==> config.mk <==
export PLATFORM = sky130hd
export DESIGN_NAME = serial_cmd_rx
export DESIGN_NICKNAME = d
export VERILOG_FILES = /design/src/rtl/serial_cmd_rx_pkg.sv /design/src/rtl/uart_rx.sv /design/src/rtl/serial_cmd_rx.sv
export SDC_FILE = /design/constraint.sdc
export NUM_CORES = 1
export LEC_CHECK = 0
export ABC_AREA = 1
export ABC_CLOCK_PERIOD_IN_PS = 4900
export CAP_MARGIN = 20
export CELL_PAD_IN_SITES_DETAIL_PLACEMENT = 0
export CELL_PAD_IN_SITES_GLOBAL_PLACEMENT = 1
export CORE_ASPECT_RATIO = 1.75
export CORE_MARGIN = 5
export CORE_UTILIZATION = 43
export CTS_CLUSTER_SIZE = 12
export DETAILED_ROUTE_END_ITERATION = 8
export PLACE_DENSITY = 0.85
export RECOVER_POWER = 25
export SLEW_MARGIN = 20
export SYNTH_ARGS = -nofsm -noshare
export SYNTH_HDL_FRONTEND = slang
export SYNTH_SLANG_ARGS = --single-unit
==> constraint.sdc <==
create_clock -name clk -period 4.9 [get_ports clk]
set_input_delay 1.225 -clock clk [delete_from_list [all_inputs] [get_ports clk]]
set_output_delay 1.225 -clock clk [all_outputs]
set_load 0.1 [all_outputs]
==> src/rtl/serial_cmd_rx_pkg.sv <==
// Shared definitions for the host serial command link.
// Frame length, command codes and receiver state encoding.
package serial_cmd_rx_pkg;

  localparam int FRAME_LEN = 5;

  typedef enum logic [7:0] {
    CMD_ADDR     = 8'h01,
    CMD_LOAD     = 8'h02,
    CMD_WRITE    = 8'h03,
    CMD_READ     = 8'h04,
    CMD_READ_REQ = 8'h05,
    CMD_COUNT    = 8'h06,
    CMD_CONST    = 8'h07
  } cmd_e;

  typedef enum logic [2:0] {
    RX_IDLE,
    RX_START,
    RX_DATA,
    RX_STOP,
    RX_WAIT_HIGH
  } rx_state_e;

endpackage

==> src/rtl/uart_rx.sv <==
// 8N1 byte receiver: 2-flop synchroniser plus bit-timing FSM.
// Ports: clk, reset, rx in; data/strb/frame_err/busy out.
module uart_rx
  import serial_cmd_rx_pkg::*;
#(
  parameter int BAUD = 104
) (
  input  logic       clk,
  input  logic       reset,
  input  logic       rx,
  output logic [7:0] data,
  output logic       strb,
  output logic       frame_err,
  output logic       busy
);

  localparam int TW = $clog2(BAUD);
  localparam logic [TW-1:0] T_HALF = TW'(BAUD/2 - 1);
  localparam logic [TW-1:0] T_FULL = TW'(BAUD - 1);

  logic            rx_m;
  logic            rxs;
  logic            rxs_q;
  rx_state_e       state;
  logic [TW-1:0]   timer;
  logic [2:0]      bit_idx;
  logic [7:0]      shreg;

  always_ff @(posedge clk or posedge reset) begin
    if (reset) begin
      rx_m  <= 1'b1;
      rxs   <= 1'b1;
      rxs_q <= 1'b1;
    end else begin
      rx_m  <= rx;
      rxs   <= rx_m;
      rxs_q <= rxs;
    end
  end

  always_ff @(posedge clk or posedge reset) begin
    if (reset) begin
      state     <= RX_IDLE;
      timer     <= '0;
      bit_idx   <= '0;
      shreg     <= '0;
      data      <= '0;
      strb      <= 1'b0;
      frame_err <= 1'b0;
    end else begin
      strb      <= 1'b0;
      frame_err <= 1'b0;
      timer     <= timer + 1'b1;
      unique case (state)
        RX_IDLE: begin
          timer <= '0;
          // The edge cycle itself is tick 0 of the start bit.
          if (!rxs && rxs_q) begin
            state <= RX_START;
            timer <= TW'(1);
          end
        end
        RX_START: begin
          if (timer == T_HALF) begin
            timer   <= '0;
            bit_idx <= '0;
            if (rxs) state <= RX_IDLE;
            else     state <= RX_DATA;
          end
        end
        RX_DATA: begin
          if (timer == T_FULL) begin
            timer   <= '0;
            shreg   <= {rxs, shreg[7:1]};
            bit_idx <= bit_idx + 1'b1;
            if (bit_idx == 3'd7) state <= RX_STOP;
          end
        end
        RX_STOP: begin
          if (timer == T_FULL) begin
            timer <= '0;
            if (rxs) begin
              data  <= shreg;
              strb  <= 1'b1;
              state <= RX_IDLE;
            end else begin
              frame_err <= 1'b1;
              state     <= RX_WAIT_HIGH;
            end
          end
        end
        RX_WAIT_HIGH: begin
          timer <= '0;
          if (rxs) state <= RX_IDLE;
        end
        default: begin
          state <= RX_IDLE;
          timer <= '0;
        end
      endcase
    end
  end

  assign busy = (state != RX_IDLE);

endmodule

==> src/rtl/serial_cmd_rx.sv <==
// Host command receiver: UART bytes assembled into 5-byte frames.
// Ports: clk, reset, rx in; rx_data/rx_strb/cmd/data/cmd_valid/frame_err/busy out.
module serial_cmd_rx
  import serial_cmd_rx_pkg::*;
#(
  parameter int BAUD    = 104,
  parameter int TIMEOUT = 16*BAUD
) (
  input  logic        clk,
  input  logic        reset,
  input  logic        rx,
  output logic [7:0]  rx_data,
  output logic        rx_strb,
  output logic [7:0]  cmd,
  output logic [31:0] data,
  output logic        cmd_valid,
  output logic        frame_err,
  output logic        busy
);

  localparam int GW = $clog2(TIMEOUT + 1);

  logic          rx_busy;
  logic [2:0]    byte_cnt;
  logic [39:0]   sr;
  logic [39:0]   sr_next;
  logic [GW-1:0] gap;

  uart_rx #(
    .BAUD (BAUD)
  ) u_uart_rx (
    .clk       (clk),
    .reset     (reset),
    .rx        (rx),
    .data      (rx_data),
    .strb      (rx_strb),
    .frame_err (frame_err),
    .busy      (rx_busy)
  );

  assign sr_next = {sr[31:0], rx_data};

  always_ff @(posedge clk or posedge reset) begin
    if (reset) begin
      byte_cnt  <= '0;
      sr        <= '0;
      gap       <= '0;
      cmd       <= '0;
      data      <= '0;
      cmd_valid <= 1'b0;
    end else begin
      cmd_valid <= 1'b0;
      // A completed byte beats a timeout landing in the same cycle.
      if (rx_strb) begin
        gap <= '0;
        sr  <= sr_next;
        if (byte_cnt == 3'(FRAME_LEN - 1)) begin
          byte_cnt  <= '0;
          cmd       <= sr_next[39:32];
          data      <= sr_next[31:0];
          cmd_valid <= 1'b1;
        end else begin
          byte_cnt <= byte_cnt + 1'b1;
        end
      end else if (frame_err) begin
        byte_cnt <= '0;
        gap      <= '0;
      end else if (byte_cnt == '0) begin
        gap <= '0;
      end else if (!rx_busy) begin
        if (gap == GW'(TIMEOUT - 1)) begin
          byte_cnt <= '0;
          gap      <= '0;
        end else begin
          gap <= gap + 1'b1;
        end
      end
    end
  end

  assign busy = rx_busy || (byte_cnt != '0);

endmodule
======== Word-level counts from Yosys, hierarchy flattened ========
Cells that the tools add are included.
storage, ports and cells
  flip-flop bits (word level) ............. 121
  bits in latches ......................... 0
  RAM bits ................................ 0
  memory bits (read-only) ................. 0
  input bits .............................. 3
  output and inout bits ................... 52
  memories kept ........................... 0
operators by class
  add/sub/neg operators ................... 4
  multiply operators ...................... 0
  divide/modulo/power cells ............... 0
  magnitude comparators ................... 0
  eq/ne operators ......................... 18
  shifts and indexed selects .............. 0
  muxes and demuxes ....................... 35
  bitwise gates (word level) .............. 0
  reduce and logical (&&, ||, !) cells .... 16
operators with widths
  kind                                                  number
  two-way mux 11 bit                                    5
  two-way mux 3 bit                                     15
  one-hot mux 7 bit (3 select lines)                    1
  one-hot mux 3 bit (5 select lines)                    1
  two-way mux 7 bit                                     2
  != test 2 x 1 -> 1 bit (second input constant)        6
  adder 11 x 1 -> 11 bit (second input constant)        1
  equality test 11 bit (second input constant)          1
  equality test 3 bit (second input constant)           3
  two-way mux 1 bit                                     9
  AND reduction 3 bit                                   3
  nonzero test 3 bit                                    3
  adder 7 x 1 -> 7 bit (second input constant)          1
  equality test 7 x 6 -> 1 bit (second input constant)  1
  equality test 7 bit (second input constant)           1
  adder 3 x 1 -> 3 bit (second input constant)          2
  equality test 3 x 2 -> 1 bit (second input constant)  2
  zero test 3 bit                                       2
  != test 3 x 1 -> 1 bit (second input constant)        2
  one-hot mux 3 bit (2 select lines)                    1
  AND reduction 6 bit                                   1
  != test 4 x 1 -> 1 bit (second input constant)        1
  AND reduction 2 bit                                   2
  equality test 3 x 1 -> 1 bit (second input constant)  1
  6 further kinds                                       6

======== Logic depth before layout (Yosys ltp) ========
Gate-level depths: netlist (run 1).
  depth after elaboration ................. 6
  gate-level depth with buffers ........... 11
  mapped depth without buffers ............ 11

======== Cells and area by module ========
From an unflattened synthesis (run 1), not the netlist that was laid out.
unflattened totals
  cells, all modules ...................... 564
  area total of the unflattened synthesis .. 5323.9 um2
modules (own cells, without submodules)
  module         times used  cells an instance  area each (um2)  seq. area each (um2)
  serial_cmd_rx  1           393                3726.1           2177.1
  uart_rx        1           171                1597.8           854.6

======== Worst setup path after synthesis (run 1) ========
Ideal clock, no wire load.
  path kind ............................... register to output
  start point ............................. register u_uart_rx.state[2]
  end point ............................... output busy
  arrival time ............................ 1403 ps
  required time ........................... 3675 ps
  slack ................................... 2272 ps
  cell stages (with the launch flop) ...... 5
  path buffers ............................ 0
  path through ............................ dfrtp_1 > nor2_2 > nand2_1 > inv_1 > nand2_1
on the way
  word-level cells in the longest chain between the ends .. 2
RTL lines
  element                 RTL line             text
  start, declared         uart_rx.sv:24        rx_state_e state;
  start signal, assigned  uart_rx.sv:43        state <= RX_IDLE;
  start signal, assigned  uart_rx.sv:59        state <= RX_START;
  start signal, assigned  uart_rx.sv:67        if (rxs) state <= RX_IDLE;
  nonzero test 3 bit      uart_rx.sv:104       assign busy = (state != RX_IDLE);
  logical OR 1 bit        serial_cmd_rx.sv:81  assign busy = rx_busy || (byte_cnt != '0);
  end, declared           serial_cmd_rx.sv:18  output logic busy
Every way passes these cells.

======== Final worst setup path (run 1) ========
Ends and elaborated chain as after synthesis.

==> results.md, run 1 <==
Run status:
- The flow ran to the end, and the final reports show no timing, DRC or antenna violations.

Floorplanning:
- The number of placement rows is 52.
- During I/O placement, the number of pins put on the boundary was 55.
- The starting utilization of the core area is 0.440.
- The region available for standard cell placement spans 11600 sq um.
- The total die area is ~14000 sq um.
- The die is 154 um tall.
- The floorplan step set the die width to ~92 um.

Worst setup path:
- Walking the worst path, the cells encountered are nor2_1 -> nand2_1 -> inv_1 -> nand2_1 -> clkdlybuf4s50_1.
- The critical path in this run is classified as reg2out.
- The critical path buffer and inverter count is 2.
- The startpoint of the lowest-slack register-to-register path is u_uart_rx.strb.
- Broken down by cell family, the worst path's largest delay share belongs to buffers and inverters.
- The critical path arrival is between 2 and 3 ns.
- The critical path starts at u_uart_rx.state[2].
- Data on the critical path is required at its endpoint by roughly 3.7 ns.
- Among all stages on the critical path, the largest delay is contributed by sky130_fd_sc_hd__clkdlybuf4s50_1.
- Of all nets on the critical path, the largest fanout is 6.
- The capturing element type of the critical path is a primary output.
- The worst register-to-register path has a setup slack of 1.64 ns.
- The largest stage delay on the critical path is around 0.97 ns.
- The most common cell type on the critical path is sky130_fd_sc_hd__nand2_1.
- The critical path startpoint category is a flop.

Logic synthesis:
- In the synthesized netlist the dominant register cell turns out to be sky130_fd_sc_hd__dfrtp_1.
- For this run, the register share of the synthesized area comes to 0.595.
- By area the synthesized netlist is led by sky130_fd_sc_hd__dfrtp_1, sky130_fd_sc_hd__nand2_1, sky130_fd_sc_hd__o21ai_0.
- The synthesized netlist occupies a cell area of ~5100 sq um.
- The synthesized area per cell is 9.13 sq um.
- For this run, the number of Yosys warnings is 0.
- The synthesized design spends more area on one cell type than any other, namely sky130_fd_sc_hd__dfrtp_1.
- The post-synthesis net count is about 570.
- Synthesis handed over a netlist of roughly 560 instances.
- The share of synthesized registers carrying an async set or reset is 1.00.
- After synthesis, the netlist uses 32 different library cells.
- The library cell with the highest instance count after synthesis is sky130_fd_sc_hd__nand2_1.
- Of the post-synthesis cell area, the dominant cell type holds 0.580.
- The synthesized design contains roughly 120 register bits.
- The count of flip-flops with a built-in enable after synthesis is 0.
- The commonest cells after synthesis are sky130_fd_sc_hd__nand2_1, sky130_fd_sc_hd__dfrtp_1, sky130_fd_sc_hd__inv_1, sky130_fd_sc_hd__o21ai_0, sky130_fd_sc_hd__nor2_1.

Placement:
- Summing all placed instances gives a cell area of between 5000 and 6000 sq um.
- The weighted congestion reported at the end of routability-driven placement is between 0.8 and 0.9.
- The pre-CTS setup slack is around 1.7 ns.
- The count of buffers from port buffering is between 50 and 60.
- The placed wire-length estimate after detailed placement is ~7000 um.

Timing:
- The pin slew with the least headroom to its limit is slightly above 1 ns.
- For this run, the top clock speed supported by timing is around 270 MHz.
- The setup violation total in the final timing report is 0.
- The worst setup margin is 1.15 ns.
- The final clock period utilization by the worst path is 0.765.
- The count of pins over their slew limit is 0.
- Measured against its own limit, the worst slew margin works out to 0.313.
- Setup repair after global routing left no endpoint under its margin.
- The final count of hold timing violations came to 0.
- Across the routed clock network, the largest skew measured is between 0.01 and 0.015 ns.
- Adding up every negative setup slack in the final design gives 0 ns.
- The post-route minimum period is roughly 3.7 ns.

Clock tree:
- The number of buffers inserted by hold repair at cts is 0.
- In this run, post-CTS repair resized a total of 0 instances.
- The clock reaches the later pin of the worst-skew pair after roughly 0.41 ns.
- TritonCTS built the clock tree.
- The clock tree synthesis step divided the H-tree into 4 levels.
- The maximum clock insertion buffer count is 2.
- The sink count of the clock tree is 121.
- The buffer type at the clock tree root is sky130_fd_sc_hd__clkbuf_16.
- In this run the post-CTS setup repair buffer count came out at 0.
- Clock-pin slew was measured on the worst setup and hold paths at 0.05 ns.
- The number of CTS-inserted buffers is 17.

Pwr:
- IR analysis of the VDD net gives a maximum drop of roughly 0.00030 V.
- Power comes to ~2.5 mW.
- For this design the ratio of total power to cell area is around 400 nW/um^2.
- The leakage power is 2.91 nW.

Cells and area:
- Of the cells placed in the final design, the portion with a size suffix greater than 1 is 0.0841.
- The area growth from synthesis to layout is 22.9%.
- After filler insertion, the fill cell instance count of the layout stands at approximately 1100.
- The number of antenna diodes in the final layout is 0.
- The final net count is 626.
- Once layout is done, the placed cells without fillers occupy 6260 sq um.

Global routing:
- The first global-routing pass estimated ~18000 um of wire.
- The total global routing track utilization is 0.157.
- The initial antenna violation count was 0.
- The number of global-route vias before repair was between 3000 and 4000.
- The total global routing overflow is 0.
- The maximum number of pins on one net before global-route repair is 78.

Worst hold path:
- The tightest min-delay check is of the reg2reg type.
- The startpoint identified for the worst hold timing path is u_uart_rx.rx_m.

Routing:
- The total via count in the routed design is between 3000 and 4000.
- The detailed router finished its first iteration with 216 violations.
- Before antenna repair, the detailed router went through 4 iterations.
- The detail route stage leaves a number of antenna-violating nets equal to 0.
- The final routed DRC violation total is 0.
- The detailed-route wire length is between 10000 and 15000 um.
- Dividing the detail-routed wire length by the instance count gives between 10 and 15 um.
- The ratio of routed vias to standard cells is approximately 4.9.

Run:
- Max-cap violations in this run came to 0.
[sequential cells by signal (all words and copies together), names as in the netlist]
name,count
byte_cnt,3
cmd,8
cmd_valid,1
data,32
gap,11
sr,32
u_uart_rx.bit_idx,3
u_uart_rx.data,8
u_uart_rx.frame_err,1
u_uart_rx.rx_m,1
u_uart_rx.rxs,1
u_uart_rx.rxs_q,1
u_uart_rx.shreg,8
u_uart_rx.state,3
u_uart_rx.strb,1
u_uart_rx.timer,7
[cell usage in the layout (no fill, tap or decap), types with 2 or more instances in the layout]
master / n
sky130_fd_sc_hd__a21oi_1: 2
sky130_fd_sc_hd__xor2_1: 8
sky130_fd_sc_hd__clkbuf_8: 4
sky130_fd_sc_hd__ha_1: 6
sky130_fd_sc_hd__nand3b_1: 3
sky130_fd_sc_hd__o21ai_0: 65
sky130_fd_sc_hd__dfstp_2: 2
sky130_fd_sc_hd__clkbuf_1: 3
sky130_fd_sc_hd__nand3_1: 22
sky130_fd_sc_hd__nor3_2: 2
sky130_fd_sc_hd__nand4_1: 7
sky130_fd_sc_hd__nor2_1: 27
sky130_fd_sc_hd__o21ai_2: 7
sky130_fd_sc_hd__clkinv_4: 2
sky130_fd_sc_hd__dfrtp_1: 117
sky130_fd_sc_hd__clkinv_2: 6
sky130_fd_sc_hd__clkdlybuf4s50_1: 53
sky130_fd_sc_hd__nand2_1: 170
sky130_fd_sc_hd__nor3_1: 2
sky130_fd_sc_hd__clkbuf_16: 17
sky130_fd_sc_hd__o21ai_1: 13
sky130_fd_sc_hd__o22ai_1: 3
sky130_fd_sc_hd__inv_1: 70
sky130_fd_sc_hd__inv_2: 3
[routing by layer]
| metal | vias up | wire length, um | track usage |
|---|---|---|---|
| li1 | 1871 | - | - |
| met1 | 1807 | 4290 | 0.181 |
| met2 | 72 | 5440 | 0.271 |
| met3 | 20 | 313 | 0.0386 |
| met4 | 0 | 217 | 0.0744 |
| met5 | - | 0 | 0 |
[cell families (layout without fill, tap and decap cells)]
family	after synthesis	in the layout	synth area share
fa+ha+maj	6	6	0.0147
mux	1	1	0.00197
compound gates	90	90	0.0943
flops	121	121	0.595
simple gates	238	238	0.203
buf+inv	93	165	0.0752
xor+xnor	9	9	0.0155
[stage by stage]
step / hold WS [ns] / cells / utilization
2_1_floorplan: 0.345 / 558 / -
3_3_place_gp: 0.347 / 733 / 0.496
3_5_place_dp: 0.356 / 733 / 0.496
4_1_cts: 0.371 / 765 / 0.545
5_1_grt: 0.379 / 765 / 0.541
6_report: 0.374 / 765 / 0.541
[report_power, final]
part | internal (mW) | switching (mW) | leakage [nW]
logic | 0.0714 | 0.207 | 0.953
clock network | 0.747 | 0.417 | 0.284
registers | 1.03 | 0.0257 | 1.67
total | 1.85 | 0.649 | 2.91
[final cells by class]
| type | count | area [sq um] | share of cell area |
|---|---|---|---|
| multi-input combinational | 344 | 1630 | 0.261 |
| inverter | 77 | 294 | 0.0470 |
| clock buffer | 24 | 492 | 0.0786 |
| sequential | 121 | 3030 | 0.485 |
| timing repair buffer | 56 | 568 | 0.0907 |
| tap | 135 | 169 | 0.0270 |
| clock inverter | 8 | 72.6 | 0.0116 |
[worst paths after layout]
kind,cells after the start,endpoint
setup / recovery,5,busy
hold / removal,0,u_uart_rx.rxs
setup reg to reg,5,data[27]
hold reg to reg,0,u_uart_rx.rxs
max in group asynchronous,3,u_uart_rx.rxs_q
min in group asynchronous,2,sr[30]
(Power assumes the default switching activity.)
==> run 2: changes to the inputs <==
--- a/config.mk
+++ b/config.mk
@@ -6,16 +6,16 @@
 export NUM_CORES = 1
 export LEC_CHECK = 0
 export ABC_AREA = 1
-export ABC_CLOCK_PERIOD_IN_PS = 4900
+export ABC_CLOCK_PERIOD_IN_PS = 3300
 export CAP_MARGIN = 20
 export CELL_PAD_IN_SITES_DETAIL_PLACEMENT = 0
 export CELL_PAD_IN_SITES_GLOBAL_PLACEMENT = 1
 export CORE_ASPECT_RATIO = 1.75
 export CORE_MARGIN = 5
-export CORE_UTILIZATION = 43
+export CORE_UTILIZATION = 39
 export CTS_CLUSTER_SIZE = 12
 export DETAILED_ROUTE_END_ITERATION = 8
-export PLACE_DENSITY = 0.85
+export PLACE_DENSITY = 0.82
 export RECOVER_POWER = 25
 export SLEW_MARGIN = 20
 export SYNTH_ARGS = -nofsm -noshare
==> constraint.sdc (replaced) <==
create_clock -name clk -period 3.3 [get_ports clk]
set_input_delay 0.825 -clock clk [delete_from_list [all_inputs] [get_ports clk]]
set_output_delay 0.825 -clock clk [all_outputs]
set_load 0.1 [all_outputs]
==> results.md, run 2 (synthesis gave the netlist of run 1 again) <==
Run status:
- The run finished, with violations left.
- The final reports fail on max-capacitance violations, max-slew violations.

Worst setup path:
- The worst setup path is of the in2async kind.
- The required time at the endpoint of the critical path is roughly 3.4 ns.
- Traced cell by cell, the critical path runs through dlygate4sd3_1 -> clkinvlp_4 -> clkbuf_4.
- The peak fanout along the critical path is 121.
- The register-to-register setup slack is 0.94 ns.
- The capturing element type of the critical path is an asynchronous set/reset pin.
- The worst setup path is launched from an input pin.
- The largest stage delay on the critical path is about 1.2 ns.
- The largest individual stage delay along the critical path comes from the cell sky130_fd_sc_hd__clkbuf_4.
- Data on the critical path arrives at its endpoint at approximately 2.7 ns.

Routing:
- Dividing the detail-routed wire length by the instance count gives 12.8 um.
- After detailed routing, the number of remaining DRC violations is 0.
- For this run, the detailed router's first-pass iteration total came to 4.
- Detailed routing inserted a total of roughly 3700 vias.
- In the routed layout, each cell is associated on average with a via count of ~4.7.
- The number of routed nets with antenna violations is 0.
- The detailed router finished its first iteration with about 200 violations.
- The detailed-route wire length is between 10000 and 15000 um.

Floorplanning:
- The core outline area is 12900 sq um.
- The total die area is 15500 sq um.
- The starting utilization of the core area is 0.396.
- 55 I/O pins were placed.
- The number of placement rows is 55.
- From bottom edge to top edge, the die measures 161 um.
- The horizontal die dimension is 96.4 um.

Cells and area:
- The post-layout utilization of the core is 0.487.
- The top cell types in the final layout, fill and taps aside, are sky130_fd_sc_hd__nand2_1, sky130_fd_sc_hd__dfrtp_1, sky130_fd_sc_hd__inv_1.
- 0 antenna diodes ended up in the layout.
- The share of layout cells above drive strength 1 is 0.189.
- The final net count is 626.
- The largest registers in the layout are data: 32 flops, sr: 32 flops, gap: 11 flops.
- The area growth from synthesis to layout is 23.1%.
- The library cell used most frequently in the layout, excluding fill and tap cells, is sky130_fd_sc_hd__nand2_1.

Clock tree:
- For this design, the CTS-stage hold fixing added 0 buffers.
- At the later pin of the worst-skew pair, clock insertion delay measures just over 0.4 ns.
- The CTS tree is built.
- The post-CTS clock slew at the launch and capture registers of the worst setup and hold paths is approximately 0.050 ns.
- The H-tree was split into 4 levels.
- Gates resized during post-CTS repair numbered 0.
- After clock tree synthesis, the setup repair step added 0 buffers.
- The cell sitting at the root of the clock tree is a sky130_fd_sc_hd__clkbuf_16.
- The sink count of the clock tree is around 120.
- The number of CTS-inserted buffers is 17.
- Counting along the longest clock path gives a buffer depth of 2.

Timing:
- Dividing the final minimum period by the clock period gives 0.782.
- Setup violations remaining at the end of the flow were counted as 0.
- After routing, the total negative slack on setup checks comes to 0 ns.
- The smallest clock period supported by the final layout is computed as between 2 and 3 ns.
- The final count of hold timing violations is 0.
- The final setup skew is 0.00865 ns.
- In this run the tightest slew margin relative to its limit is -0.0889.
- The pin slew with the least headroom to its limit is between 1.5 and 2 ns.
- Setup repair after global routing left no endpoint under its margin.
- The count of pins over their slew limit is 122.
- The maximum clock frequency is roughly 390 MHz.

Pwr:
- The maximum resistive drop on vdd is roughly 0.00032 V.
- The power density relative to cell area is between 600 and 700 nW/um^2.
- The analysis attributes to cell leakage a power of between 3 and 4 nW.

Global routing:
- The total overflow left after global routing is 0.
- The first-pass GRT wire length is around 18000 um.
- The number of global-route vias before repair is between 3000 and 4000.
- In the global route stage, overall resource usage came out at 0.148.
- The initial antenna violation count is 0.
- Entering global routing, the biggest net connects between 100 and 150 pins.

Placement:
- Detailed placement ended at an HPWL of slightly below 7000 um.
- Routability-driven placement finished with a final weighted congestion of 0.844.
- The count of buffers from port buffering is 54.

Worst hold path:
- The path class of the tightest hold or removal check is reg2reg.

Run:
- The tool flagged a number of max-cap violations equal to 1.
==> run 2: cell types whose count changed in the layout (fill, tap and decap cells not counted), moves of 3 or more <==
cell | previous run | this run
sky130_fd_sc_hd__nor2_1 | 27 | 23
sky130_fd_sc_hd__nor2_4 | 1 | 4
sky130_fd_sc_hd__nand2_1 | 170 | 165
sky130_fd_sc_hd__buf_4 | 1 | 52
sky130_fd_sc_hd__clkdlybuf4s50_1 | 53 | 0
sky130_fd_sc_hd__nand2_2 | 1 | 6
==> run 2: layout make-up <==
type	count	area, sq um
well taps	171	214
flip-flops and latches	121	3030
repair buffers	56	422
clock inverters	10	139
clock buffers	22	494
multi-input cells	344	1670
inverters	77	297
fillers	1196	6600
==> run 2: metrics by stage <==
| stage | instance area, sq um | instances | setup slack (ns) | hold slack, ns | total power, mW |
|---|---|---|---|---|---|
| 2_1_floorplan | 5100 | 558 | 0.994 | 0.345 | 1.93 |
| 3_3_place_gp | 5660 | 769 | 1.25 | 0.347 | 2.02 |
| 3_5_place_dp | 5660 | 769 | 1.20 | 0.348 | 2.03 |
| 4_1_cts | 6290 | 801 | 0.748 | 0.357 | 4.00 |
| 5_1_grt | 6270 | 801 | 0.305 | 0.371 | 4.12 |
| 6_report | 6270 | 801 | 0.719 | 0.361 | 3.95 |
==> run 2: final timing paths <==
path,cells past startpoint,endpoint,startpoint
max,3,u_uart_rx.strb,reset
min in group asynchronous,3,u_uart_rx.shreg[5],reset
min,0,u_uart_rx.rxs,u_uart_rx.rx_m
max in group clk,5,busy,u_uart_rx.state[1]
min reg2reg,0,u_uart_rx.rxs,u_uart_rx.rx_m
max reg2reg,4,cmd[1],u_uart_rx.strb
==> run 2: power by group <==
part	total (mW)	internal [mW]	switching, mW	leakage (nW)
clock network	1.95	1.29	0.666	0.312
registers	1.56	1.52	0.0394	1.67
logic	0.428	0.111	0.317	1.06
==> run 2: metal layers <==
layer / vias up / part of all wire / track usage
met3: 24 / 0.051 / 0.0438
met1: 1762 / 0.41 / 0.171
met5: - / 0 / 0
met4: 0 / 0.024 / 0.0747
met2: 67 / 0.52 / 0.243
li1: 1878 / - / -
==> run 2: critical path, delay by kind of cell <==
family / cells / cell delay [ns]
buffers and inverters: 3 / 1.83
==> patch 1 (flow settings as in run 2) <==
`BAUD` is set to 104 in 2 places; all go to 52.
--- a/src/rtl/uart_rx.sv
+++ b/src/rtl/uart_rx.sv
@@ -4,5 +4,5 @@
   import serial_cmd_rx_pkg::*;
 #(
-  parameter int BAUD = 104
+  parameter int BAUD = 52
 ) (
   input  logic       clk,
--- a/src/rtl/serial_cmd_rx.sv
+++ b/src/rtl/serial_cmd_rx.sv
@@ -4,5 +4,5 @@
   import serial_cmd_rx_pkg::*;
 #(
-  parameter int BAUD    = 104,
+  parameter int BAUD    = 52,
   parameter int TIMEOUT = 16*BAUD
 ) (
Formal check against the unedited RTL: same outputs for any inputs over 10 cycles, from zero or initial values and one cycle with reset high; that may be too few to reach the edited logic, so the function may still have changed.
==> patch 1 against run 2 <==
  * Cell area is 1.7% lower
  * Power is 3.0% lower
  * Sequential cell count is 2 lower
  * Wire length is 1.8% higher
  * Synthesized area is 2.6% lower
  * Global-route usage is 0.15 points lower
  * Worst setup slack better by 0.14 ns
  * Highest routed layer unchanged
==> patch 1: results <==
[grt]
grt_max_degree = 69
grt_pass1_wl_mm = 17.1
grtUsageTotal_pct = 14.6
grt_pass1_vias = 3624

[timing]
worst_pin_slew_ns = 1.17
hold_slack_ns = 0.360
period_share_pct = 73.9

[route]
detail_route.vias_per_cell = 4.61
wl_met3_um = 386
drtIter0Drc = 154

[final_layout]
drive_gt1_share_pct = 18.5
final_nets = 619

[status]
status = "finished clean"

[critical_path]
reg2reg_slack_ns = 1.08
worst_path_max_delay_cell = "dfrtp_1"
path_max_fanout = 4
cpPeakStageDelay_ns = 0.40

[yosys]
muxShareOfSynthArea_pct = 0
synthDistinctLibCells = 27
synthAdderAreaFrac_pct = 1.77
synth_xor_area_share_pct = 1.24
netlist_top_cells_count = "171 x nand2_1, 116 x dfrtp_1, 67 x inv_1, 48 x o21ai_0, 34 x o21ai_1"
synth_compound_area_share_pct = 9.91
synthesis.nets = 555

[placement]
hpwl_mm = 7.50
place_congestion = 0.834
place_ws_ns = 1.18

[power_and_ir_drop]
cellLeakagePower_nw = 2.95
ir_drop_mv = 0.381
-- patch 1: cell count changes after synthesis, sizes merged, moves of 2 or more --
cell and delta:
nand3 -2, xnor2 +2, inv -6, a21oi -2, xor2 -4, buf +4, dfrtp -2, clkbuf -4
nand4 -4, o21ai +4
-- patch 1: cells by family (layout without fill, tap and decap cells) --
kind of cell / after synthesis / after routing
compound gates: 92 / 92
buf+inv: 87 / 164
flops: 119 / 119
xor+xnor: 7 / 7
simple gates: 233 / 233
fa+ha+maj: 7 / 7
-- patch 1: worst paths after layout --
| check | startpoint | end | depth (start not counted) |
|---|---|---|---|
| min in group asynchronous | reset | gap[0] | 2 |
| max in group asynchronous | reset | u_uart_rx.data[4] | 4 |
| setup / recovery | byte_cnt[0] | busy | 6 |
| hold / removal | u_uart_rx.rx_m | u_uart_rx.rxs | 0 |
| hold reg to reg | u_uart_rx.rx_m | u_uart_rx.rxs | 0 |
| setup reg to reg | byte_cnt[0] | data[12] | 8 |
-- patch 1: metal layers --
| metal | global-route usage [%] | vias up |
|---|---|---|
| li1 | - | 1849 |
| met2 | 25.2 | 61 |
| met3 | 3.92 | 21 |
| met1 | 15.9 | 1714 |
| met5 | 0 | - |
| met4 | 7.56 | 0 |
-- patch 1: report_power, final --
part | internal [mW] | switching, mW | leakage (nW) | total, mW
Combinational | 0.118 | 0.307 | 1.02 | 0.426
Clock | 1.19 | 0.674 | 0.289 | 1.86
Sequential | 1.50 | 0.0403 | 1.64 | 1.54
-- patch 1: metrics by stage --
stage	cell area (um^2)	cells
after CTS	6180	790
after global routing	6160	790
after global placement	5580	758
after detailed placement	5580	758
final	6160	790
after floorplan	4970	545
-- patch 1: area by class of cell --
type | count | area [um^2]
clock inverters | 15 | 180
well taps | 168 | 210
fillers | 1167 | 6340
flip-flops and latches | 119 | 2980
inverters | 71 | 268
repair buffers | 61 | 485
clock buffers | 17 | 425
multi-input cells | 339 | 1610
-- patch 1: worst register-to-register path, cell delays in order (launching register included) --
cell	delay, ns
dfrtp_1	0.40
inv_1	0.07
ha_1	0.16
nand2_1	0.08
nor2_1	0.56
inv_2	0.33
buf_4	0.33
nand2_1	0.10
o21ai_1	0.06
==> patch 2 (flow settings as in run 2) <==
Made on the original files. Re-encode `rx_state_e` (5 states) as one-hot, 5 bits wide.
--- a/src/rtl/serial_cmd_rx_pkg.sv
+++ b/src/rtl/serial_cmd_rx_pkg.sv
@@ -15,10 +15,10 @@
   } cmd_e;
 
-  typedef enum logic [2:0] {
-    RX_IDLE,
-    RX_START,
-    RX_DATA,
-    RX_STOP,
-    RX_WAIT_HIGH
+  typedef enum logic [4:0] {
+    RX_IDLE      = 5'b00001,
+    RX_START     = 5'b00010,
+    RX_DATA      = 5'b00100,
+    RX_STOP      = 5'b01000,
+    RX_WAIT_HIGH = 5'b10000
   } rx_state_e;
 
Function: no difference found for any inputs over 10 cycles, from zero or initial values and one cycle with reset high; not proved beyond that.
==> patch 2 against run 2 <==
  * Cell count increased by 3.4%
  * Power decreased by 2.5%
  * Synthesized cell count increased by 4.1%
  * Critical endpoint is now data[19]
  * The run still ends with max-capacitance violations, max-slew violations left
  * Wire length increased by 3.2%
  * Cell area increased by 3.7%
  * Synthesized area increased by 6.6%
  * Die area increased by 6.0%
  * Worst setup slack improved by 0.022 ns
  * Sequential cell count increased by 2
==> patch 2: results <==
[power_and_ir_drop]
p_per_area_nw_per_um2 = 592
p_int_mw = 2.86
ir_drop_mv = 0.406
cellLeakagePower_nw = 3.13

[grt]
grtUsageTotal_pct = 13.9
grt_pass1_wl_mm = 18.7

[status]
violations = "max-capacitance violations, max-slew violations"
status = "finished, violations left"

[route]
drtIter0Drc = 196
detail_route.vias_per_cell = 4.63
wl_per_cell_um = 12.8

[timing]
relSlewSlack_pct = -10.1
final.setup.worst_slack_ns = 0.741
drv_slew = 124
hold_slack_ns = 0.364

[placement]
hpwl_mm = 7.40
place_inst = 797
dpl_cell_area_um2 = 5950

[critical_path]
reg2reg_depth = 5
arrival_ns = 2.83
endpoint = "data[19]"
path_max_fanout = 72
cpPeakStageDelay_ns = 0.88

[final_layout]
drive_gt1_share_pct = 24.1
final_cells = 828

[run]
max_cap_viol_count = 1

[yosys]
yosys-top-cells-area = "dfrtp_1 55%, nand2_1 12%, o21ai_2 6.5%"
synthesis.nets = 590
==> patch 2: final cells by class <==
cell class,count,area (um^2),share of cell area (%)
clock inverter,11,145,2.23
tap,177,221,3.41
timing repair buffer,56,422,6.48
inverter,80,308,4.73
clock buffer,20,457,7.02
sequential,123,3080,47.4
multi-input combinational,361,1870,28.7
==> patch 2: routing by layer <==
layer	GRT usage [%]	share of wire [%]	vias to the layer above
li1	-	-	1927
met1	15.9	40	1831
met2	24.6	55	65
met3	3.74	4.2	11
met4	5.11	1.3	0
met5	0	0	-
==> patch 2: kinds of logic (layout without fill, tap and decap cells) <==
group	Yosys count	count (layout)	synth area share, %
AND/OR/NAND/NOR	255	255	21.1
flip-flops	123	123	56.8
buffers and inverters	97	167	8.30
AO/OA/AOI/OAI	93	93	11.3
XOR/XNOR	7	7	1.13
adder cells (fa/ha/maj)	6	6	1.38
